--- src/rtl/alu_pkg.sv ---
// Opcode constants shared with the ALU control unit, plus the execute-stage state encoding.
package alu_pkg;

    localparam logic [3:0] ALU_AND = 4'b0000;
    localparam logic [3:0] ALU_OR  = 4'b0001;
    localparam logic [3:0] ALU_ADD = 4'b0010;
    localparam logic [3:0] ALU_SUB = 4'b0110;
    localparam logic [3:0] ALU_SLT = 4'b0111;
    localparam logic [3:0] ALU_NOR = 4'b1100;
    localparam logic [3:0] ALU_MUL = 4'b1000;

    typedef enum logic {
        IDLE = 1'b0,
        MUL  = 1'b1
    } state_e;

endpackage

--- src/rtl/seq_multiplier.sv ---
// Iterative shift-add multiplier: low WIDTH bits of unsigned a*b after WIDTH steps.
// done pulses combinationally on the final step; product already includes that step.
module seq_multiplier #(
    parameter int WIDTH = 32
) (
    input  logic             clk,
    input  logic             reset,
    input  logic             start,
    input  logic [WIDTH-1:0] a,
    input  logic [WIDTH-1:0] b,
    output logic             done,
    output logic [WIDTH-1:0] product
);
    localparam int CW = $clog2(WIDTH);
    localparam logic [CW-1:0] LAST = CW'(WIDTH - 1);

    logic [WIDTH-1:0] mcand_q, mcand_d;
    logic [WIDTH-1:0] mplier_q, mplier_d;
    logic [WIDTH-1:0] acc_q, acc_d;
    logic [CW-1:0]    count_q, count_d;
    logic             running_q, running_d;
    logic [WIDTH-1:0] acc_step;

    assign acc_step = acc_q + (mplier_q[0] ? mcand_q : '0);
    assign done     = running_q && (count_q == LAST);
    assign product  = acc_step;

    always_comb begin
        mcand_d   = mcand_q;
        mplier_d  = mplier_q;
        acc_d     = acc_q;
        count_d   = count_q;
        running_d = running_q;
        if (start) begin
            mcand_d   = a;
            mplier_d  = b;
            acc_d     = '0;
            count_d   = '0;
            running_d = 1'b1;
        end else if (running_q) begin
            acc_d    = acc_step;
            mcand_d  = mcand_q << 1;
            mplier_d = mplier_q >> 1;
            count_d  = count_q + 1'b1;
            if (done) begin
                running_d = 1'b0;
            end
        end
    end

    always_ff @(posedge clk) begin
        if (reset) begin
            mcand_q   <= '0;
            mplier_q  <= '0;
            acc_q     <= '0;
            count_q   <= '0;
            running_q <= 1'b0;
        end else begin
            mcand_q   <= mcand_d;
            mplier_q  <= mplier_d;
            acc_q     <= acc_d;
            count_q   <= count_d;
            running_q <= running_d;
        end
    end

endmodule

--- src/rtl/ex_alu_stage.sv ---
// Execute-stage ALU with registered result/flags and valid/ready handshake.
// Single-cycle ops finish at the accept edge; mul hands off to seq_multiplier for WIDTH cycles.
module ex_alu_stage
    import alu_pkg::*;
#(
    parameter int WIDTH = 32
) (
    input  logic             clk,
    input  logic             reset,
    input  logic             in_valid,
    output logic             in_ready,
    input  logic [3:0]       ALUctrlop,
    input  logic [WIDTH-1:0] op_a,
    input  logic [WIDTH-1:0] op_b,
    output logic             out_valid,
    input  logic             out_ready,
    output logic [WIDTH-1:0] result,
    output logic             zero,
    output logic             overflow,
    output logic             busy
);
    state_e           state_q, state_d;
    logic             out_valid_q, out_valid_d;
    logic [WIDTH-1:0] result_q, result_d;
    logic             zero_q, zero_d;
    logic             overflow_q, overflow_d;

    logic [WIDTH-1:0] sum, diff, alu_res, mul_product;
    logic             add_ovf, sub_ovf, alu_ovf;
    logic             accept, mul_start, mul_done;

    assign in_ready  = (state_q == IDLE) && (!out_valid_q || out_ready);
    assign accept    = in_valid && in_ready;
    assign mul_start = accept && (ALUctrlop == ALU_MUL);
    assign busy      = (state_q == MUL);
    assign out_valid = out_valid_q;
    assign result    = result_q;
    assign zero      = zero_q;
    assign overflow  = overflow_q;

    // Sub overflow treats B as inverted: signs differ and the result sign leaves A's.
    assign sum     = op_a + op_b;
    assign diff    = op_a - op_b;
    assign add_ovf = (op_a[WIDTH-1] == op_b[WIDTH-1]) && (sum[WIDTH-1]  != op_a[WIDTH-1]);
    assign sub_ovf = (op_a[WIDTH-1] != op_b[WIDTH-1]) && (diff[WIDTH-1] != op_a[WIDTH-1]);

    always_comb begin
        alu_res = '0;
        alu_ovf = 1'b0;
        case (ALUctrlop)
            ALU_AND: alu_res = op_a & op_b;
            ALU_OR:  alu_res = op_a | op_b;
            ALU_ADD: begin alu_res = sum;  alu_ovf = add_ovf; end
            ALU_SUB: begin alu_res = diff; alu_ovf = sub_ovf; end
            ALU_SLT: alu_res = {{(WIDTH-1){1'b0}}, diff[WIDTH-1] ^ sub_ovf};
            ALU_NOR: alu_res = ~(op_a | op_b);
            default: alu_res = '0;
        endcase
    end

    seq_multiplier #(.WIDTH(WIDTH)) u_mul (
        .clk     (clk),
        .reset   (reset),
        .start   (mul_start),
        .a       (op_a),
        .b       (op_b),
        .done    (mul_done),
        .product (mul_product)
    );

    always_comb begin
        state_d     = state_q;
        out_valid_d = out_valid_q;
        result_d    = result_q;
        zero_d      = zero_q;
        overflow_d  = overflow_q;
        if (out_valid_q && out_ready) begin
            out_valid_d = 1'b0;
        end
        case (state_q)
            IDLE: begin
                if (mul_start) begin
                    state_d = MUL;
                end else if (accept) begin
                    result_d    = alu_res;
                    zero_d      = (alu_res == '0);
                    overflow_d  = alu_ovf;
                    out_valid_d = 1'b1;
                end
            end
            MUL: begin
                // Output register was freed at accept, so completion cannot clobber a result.
                if (mul_done) begin
                    result_d    = mul_product;
                    zero_d      = (mul_product == '0);
                    overflow_d  = 1'b0;
                    out_valid_d = 1'b1;
                    state_d     = IDLE;
                end
            end
            default: state_d = IDLE;
        endcase
    end

    always_ff @(posedge clk) begin
        if (reset) begin
            state_q     <= IDLE;
            out_valid_q <= 1'b0;
            result_q    <= '0;
            zero_q      <= 1'b0;
            overflow_q  <= 1'b0;
        end else begin
            state_q     <= state_d;
            out_valid_q <= out_valid_d;
            result_q    <= result_d;
            zero_q      <= zero_d;
            overflow_q  <= overflow_d;
        end
    end

endmodule

--- config.mk ---
export PLATFORM = sky130hd
export DESIGN_NAME = ex_alu_stage
export DESIGN_NICKNAME = d
export VERILOG_FILES = /design/src/rtl/alu_pkg.sv /design/src/rtl/seq_multiplier.sv /design/src/rtl/ex_alu_stage.sv
export SDC_FILE = /design/constraint.sdc
export NUM_CORES = 1
export LEC_CHECK = 0
export CORE_ASPECT_RATIO = 1.4
export CORE_MARGIN = 1
export CORE_UTILIZATION = 58
export DETAILED_ROUTE_END_ITERATION = 12
export HOLD_SLACK_MARGIN = 0.15
export PLACE_DENSITY = 0.79
export SETUP_SLACK_MARGIN = 0.02
export SLEW_MARGIN = 20
export SYNTH_ARGS = -nofsm -noshare
export SYNTH_HDL_FRONTEND = slang
export SYNTH_HIERARCHICAL = 1
export SYNTH_SLANG_ARGS = --single-unit
--- constraint.sdc ---
create_clock -name clk -period 5.5 [get_ports clk]
set_input_delay 0.55 -clock clk [delete_from_list [all_inputs] [get_ports clk]]
set_output_delay 0.55 -clock clk [all_outputs]
set_load 0.01 [all_outputs]
=== After elaboration in Yosys (flattened, before gate mapping) ===
Index checks and enable logic that the tools add are counted.

* Register bits after elaboration: 138
* Input port bits: 72
* Output and inout port bits: 37

* Add/subtract/negate cells: 4
* Equality and inequality tests: 14
* Muxes and demuxes: 29
* Bitwise gates (word level): 5
* Reduce and logical (&&, ||, !) cells: 15

{| class="wikitable"
|+ Operators with widths
! operator !! count
|-
| $mux W32 || 8
|-
| $pmux W32 S6 || 1
|-
| $add A32 B32 Y32 || 2
|-
| $logic_not A32 Y1 || 2
|-
| $pmux W32 S2 || 1
|-
| $and A32 B32 Y32 || 1
|-
| $not A32 Y32 || 1
|-
| $or A32 B32 Y32 || 1
|-
| $sub A32 B32 Y32 || 1
|-
| $mux W1 || 14
|-
| $pmux W1 S2 || 5
|-
| $eq A4 B3 Y1 const B || 2
|-
| $eq A4 B4 Y1 const B || 2
|-
| $logic_and A1 B1 Y1 || 7
|-
| $add A5 B1 Y5 const B || 1
|-
| $eq A5 B5 Y1 const B || 1
|-
| $eq A4 B1 Y1 const B || 1
|-
| $eq A4 B2 Y1 const B || 1
|-
| $logic_not A4 Y1 || 1
|-
| $ne A2 B2 Y1 const B || 2
|-
| $ne A1 B1 Y1 || 3
|-
| $reduce_and A3 Y1 || 1
|-
| $ne A2 B1 Y1 const B || 1
|-
| $reduce_bool A2 Y1 || 1
|-
| other kinds (6) || 6
|}

=== Depth between registers and ports, before layout ===
* Word-level depth: 9
* Depth in mapped cells: 24
* Gate-level depth less buffers: 23

=== By module ===
The synthesis kept the hierarchy.

{| class="wikitable"
|+ By module, submodules not included
! module !! instances !! cells each !! area an instance (um2) !! seq. area each (um2)
|-
| ex_alu_stage || 1 || 1155 || 7937.6 || 720.7
|-
| seq_multiplier || 1 || 819 || 6492.5 || 2042.0
|}

=== Least setup slack after synthesis ===
OpenSTA, ideal clock, no wires.

* Path type: input port to flip-flop
* From: input port op_a[14]
* To: register zero_q, in the netlist zero
* Library setup time: 0.059 ns
* Data arrival time: 4.223 ns
* Required time: 5.441 ns
* Setup slack: 1.217 ns
* Stages: 24
* Cells stage by stage: inv_1 > ha_1 > buf_6 > nor4_2 > nand2_1 > a211oi_2 > o31ai_2 > a31o_1 > o2bb2ai_1 > o21ai_0 > a21oi_1 > o21bai_1 > a21oi_1 > fa_1 > nand3_1 > a21oi_1 > a31oi_1 > o22ai_1 > nor4_1 > nand4_1 > nor4_2 > nand4_1 > nor4_2 > a41o_1

* Cells in the longest elaborated chain, start to end: 9
* Elaborated cells between the ends (all ways): 13

{| class="wikitable"
|+ RTL lines
! element !! RTL line !! text
|-
| from (decl) || ex_alu_stage.sv:13 || <nowiki>input logic [WIDTH-1:0] op_a,</nowiki>
|-
| $sub A32 B32 Y32 || ex_alu_stage.sv:43 || <nowiki>assign diff = op_a - op_b;</nowiki>
|-
| $ne A1 B1 Y1 || ex_alu_stage.sv:45 || <nowiki>assign sub_ovf = (op_a[WIDTH-1] != op_b[WIDTH-1]) && (diff[WIDTH-1] != op_a[WIDTH-1]);</nowiki>
|-
| $logic_and A1 B1 Y1 || ex_alu_stage.sv:45 ||
|-
| $xor A1 B1 Y1 || ex_alu_stage.sv:55 || <nowiki>ALU_SLT: alu_res = {{(WIDTH-1){1'b0}}, diff[WIDTH-1] ^ sub_ovf};</nowiki>
|-
| $pmux W32 S6 * || ex_alu_stage.sv:50 || <nowiki>case (ALUctrlop)</nowiki>
|-
| $logic_not A32 Y1 * || ex_alu_stage.sv:86 || <nowiki>zero_d = (alu_res == '0);</nowiki>
|-
| $mux W1 * || ex_alu_stage.sv:84 || <nowiki>end else if (accept) begin</nowiki>
|-
| $mux W1 * || ex_alu_stage.sv:82 || <nowiki>if (mul_start) begin</nowiki>
|-
| $pmux W1 S2 * || ex_alu_stage.sv:80 || <nowiki>case (state_q)</nowiki>
|-
| to (signal assigned) || ex_alu_stage.sv:116 || <nowiki>zero_q <= zero_d;</nowiki>
|-
| to (decl) || ex_alu_stage.sv:25 || <nowiki>logic zero_q, zero_d;</nowiki>
|}

Every way passes the cells marked *; elsewhere a longest branch is shown, timed or not. The select of a mux whose other input is x is not followed.
A chain may end at the register's enable or synchronous reset.

=== Worst setup path after layout ===
* From: input port op_b[14]
* To: register zero_q, in the netlist zero

* Cells in the longest elaborated chain, start to end: 9
* Elaborated cells between the ends (all ways): 13

{| class="wikitable"
|+ RTL lines
! element !! RTL line !! text
|-
| from (decl) || ex_alu_stage.sv:14 || <nowiki>input logic [WIDTH-1:0] op_b,</nowiki>
|-
| $sub A32 B32 Y32 || ex_alu_stage.sv:43 ||
|-
| $ne A1 B1 Y1 || ex_alu_stage.sv:45 ||
|-
| $logic_and A1 B1 Y1 || ex_alu_stage.sv:45 ||
|-
| $xor A1 B1 Y1 || ex_alu_stage.sv:55 ||
|-
| $pmux W32 S6 * || ex_alu_stage.sv:50 ||
|-
| $logic_not A32 Y1 * || ex_alu_stage.sv:86 ||
|-
| $mux W1 * || ex_alu_stage.sv:84 ||
|-
| $mux W1 * || ex_alu_stage.sv:82 ||
|-
| $pmux W1 S2 * || ex_alu_stage.sv:80 ||
|}

Marks and branches as above.

==> out/metrics.csv <==
stage;metric;value;unit
final_layout;Final Util;68.66;%
placement;DP HPWL;41.07;mm
sta;Hold Vio Cnt, Final;0;
route;drt first pass iters;6;
yosys;synthesized area;14430;um2
sta;relative slew slack;30.62;%
floorplanning;Core ar.;24140;um2
hold_path;hold_sp;reset;
sta;Max Fclk;199.4;MHz
power;Pint;2.051;mW
final_layout;most common cell after layout, fill and taps aside;nor2_1;
setup_path;CP max FO;3;
clock_tree;CTS Buf Count;17;
global_route;GR Util All Layers;41.89;%
power;power per cell area;191.5;nW/um2
sta;Final Max Tran Viols;0;
yosys;synth top area cells;dfxtp_1, ha_1, a21oi_1;
power;Comb pwr share;29.9;%
global_route;Remaining Overflow, GRT;0;
global_route;vias in the first global route;15340;
final_layout;layout cells sized above 1;8.616;%
setup_path;Crit. End Element;register;
final_layout;final net count;2265;
hold_path;hold path depth;2;
route;DRT iter0 DRCs;1611;
sta;final period utilization;91.17;%
clock_tree;TritonCTS clock tree;built;
yosys;async set-reset flop share out of synthesis;0;%
setup_path;reg2reg start;u_mul/mplier_q[0];
clock_tree;root buf cell;clkbuf_16;
power;Seq pwr share;32.8;%
setup_path;Reg2Reg Setup Slack;500;ps
sta;Final min period;5014;ps
route;DRC;0;
clock_tree;Post-CTS Setup Bufs;0;
clock_tree;Clock Latency Late Sink;450;ps
setup_path;critical path class;in -> reg;
yosys;Synth Register Bits;138;
sta;Worst Skew;12.95;ps
setup_path;Critical Path Start;op_b[14];
global_route;maximum number of pins on one net before global-route repair;95;
clock_tree;post-cts resize count;0;
yosys;Post-synth top flop;dfxtp_1;
floorplanning;die area;25520;um2
yosys;Post-Synthesis Cells;1974;
power;Clk pwr share;37.2;%
yosys;Netlist cell types;102;
setup_path;Worst EP arrival;5400;ps
yosys;Seq/Total Area, Yosys;19.15;%
placement;setup slack at placement;92.77;ps
yosys;Synth area leader;dfxtp_1;
power;peak supply drop;0.2367;mV
power;Switching Fraction;35.38;%
sta;Final WS setup;485.6;ps
hold_path;Worst Hold End;result[19];
route;WL/cell;22.62;um
yosys;Post-synth EDFFs;0;
floorplanning;Starting Density;59.77;%
run;MaxCap Viol Count;0;
route;DR vias;15870;
setup_path;RR Endpoint;zero;
sta;actual slew at the worst max-slew pin;1041;ps
final_layout;area delta synth->final;14.87;%
setup_path;startpoint types;input pin;
floorplanning;die width;135.3;um
yosys;syn nets;2186;
route;DRT antenna net count;0;
final_layout;most frequent cells in the layout;nor2_1, a21oi_1, dfxtp_1;
clock_tree;# hold bufs at CTS;0;
route;final wirelength;53.78;mm
sta;total negative slack;0;ps
setup_path;Reg2Reg Depth;17;
floorplanning;Die Y;188.6;um
placement;GPL Wtd Cong;1.001;
clock_tree;clk sinks;138;
placement;input/output buffers;108;
floorplanning;Rows;67;
power;LEAKAGE;7.016;nW
sta;count of final setup violators;0;
yosys;yosys warns;6;
power;overall power;3.174;mW
hold_path;class of the worst hold path;in -> reg;
clock_tree;H-tree Lvls;4;
clock_tree;clk slew on worst S/H paths;70;ps
setup_path;CP required;5890;ps
global_route;first-pass GRT wire length;82.38;mm
sta;Hold Worst Slack;405.5;ps
global_route;antenna violations before repair;3;
route;vias per cell;6.677;
run_status;status;finished, final reports clean;
yosys;syn avg cell area;7.310;um2
sta;RSZ-0062 raised after global routing;no;
final_layout;Fillers;2083;
power;P_sw;1.123;mW
yosys;Yosys top cell area share;19.15;%
floorplanning;Ports;109;
clock_tree;Clock Path Buffers;2;
power groups by stage:
stage | logic [mW] | registers, mW | clock network [mW]
6_report | 0.950 | 1.04 | 1.18
5_1_grt | 1.01 | 1.04 | 1.23
4_1_cts | 0.921 | 1.04 | 1.19
3_5_place_dp | 0.915 | 1.06 | 0
3_3_place_gp | 0.908 | 1.06 | 0
2_1_floorplan | 0.546 | 1.06 | 0
flip-flops by register name, summed over array words and instances (netlist names):
name,flops
zero,1
u_mul/acc_q,32
out_valid,1
result,32
busy,1
u_mul/count_q,5
u_mul/running_q,1
u_mul/mplier_q,32
overflow,1
u_mul/mcand_q,32
worst max-delay path, stage by stage:
cell and delay, ps:
clkdlybuf4s50_1 510, inv_1 80, ha_1 320, nor4_2 260, buf_4 180, nand2_1 70, a211oi_2 310, o31ai_2 180
a31o_1 250, o2bb2ai_1 150, o21ai_0 150, a21oi_1 90, o21bai_1 130, a21oi_1 120, fa_1 360, nand3_1 70
a21oi_1 80, a31oi_1 150, o22ai_1 110, nor4_1 270, nand4_1 140, nor4_2 280, nand4_1 180, nor4_2 190
a41o_1 210
cell families after synthesis:
| kind of cell | share of synthesized area [%] |
|---|---|
| and+or+nand+nor | 23.69 |
| AOI/OAI and AO/OA | 28.46 |
| buffers and inverters | 6.928 |
| adders and majority gates | 12.35 |
| DFF | 19.15 |
| muxes | 7.327 |
| xor gates and xnor gates | 2.107 |
Yosys cell counts (6+ instances only):
library cell	count
a2111oi_0	7
a211o_1	7
a211oi_1	13
a21o_1	31
a21oi_1	211
a22o_1	7
a22oi_1	23
a31o_2	8
a31oi_1	17
and2_1	41
and3_1	19
and4_1	7
buf_1	7
buf_2	28
clkbuf_1	94
dfxtp_1	138
ha_1	136
inv_1	116
mux2i_1	103
nand2_1	121
nand2b_1	32
nand3_1	52
nand4_1	25
nor2_1	266
nor2b_1	21
nor3_1	39
nor3b_1	6
nor4_1	26
o211a_1	8
o211ai_1	28
o21a_1	12
o21ai_0	77
o21bai_1	15
o221ai_1	8
o22a_1	9
o22ai_1	12
o31a_1	7
o31ai_1	22
or2_2	8
or3_1	12
xnor2_1	17
xor2_1	15
metal layers:
metal	vias to the layer above	routed length, um	global-route usage [%]
met1	7428	20690	48.54
met5	-	12	0
li1	7294	-	-
met4	2	3103	23.38
met2	893	25660	72.31
met3	254	4309	6.780
area by class of cell:
class	count	area (um2)	area share [%]
clock inverters	13	143.9	0.8681
well taps	310	387.9	2.340
clock buffers	19	432.9	2.612
multi-input cells	1585	10690	64.48
inverters	118	442.9	2.672
repair buffers	193	1712	10.33
flip-flops and latches	138	2766	16.69
diodes	1	2.502	0.01510
worst max path at each step:
stage          endpoint  cells past startpoint
2_1_floorplan      zero                     24
3_3_place_gp       zero                     25
3_5_place_dp       zero                     25
4_1_cts            zero                     25
5_1_grt            zero                     24
6_report           zero                     25
metrics by stage:
| step | instances | area, um2 |
|---|---|---|
| 2_1_floorplan | 1974 | 14430 |
| 3_3_place_gp | 2344 | 16000 |
| 3_5_place_dp | 2344 | 16000 |
| 4_1_cts | 2376 | 16570 |
| 5_1_grt | 2376 | 16570 |
| 6_report | 2377 | 16580 |
No activity file was read; power rests on OpenSTA's default activity.
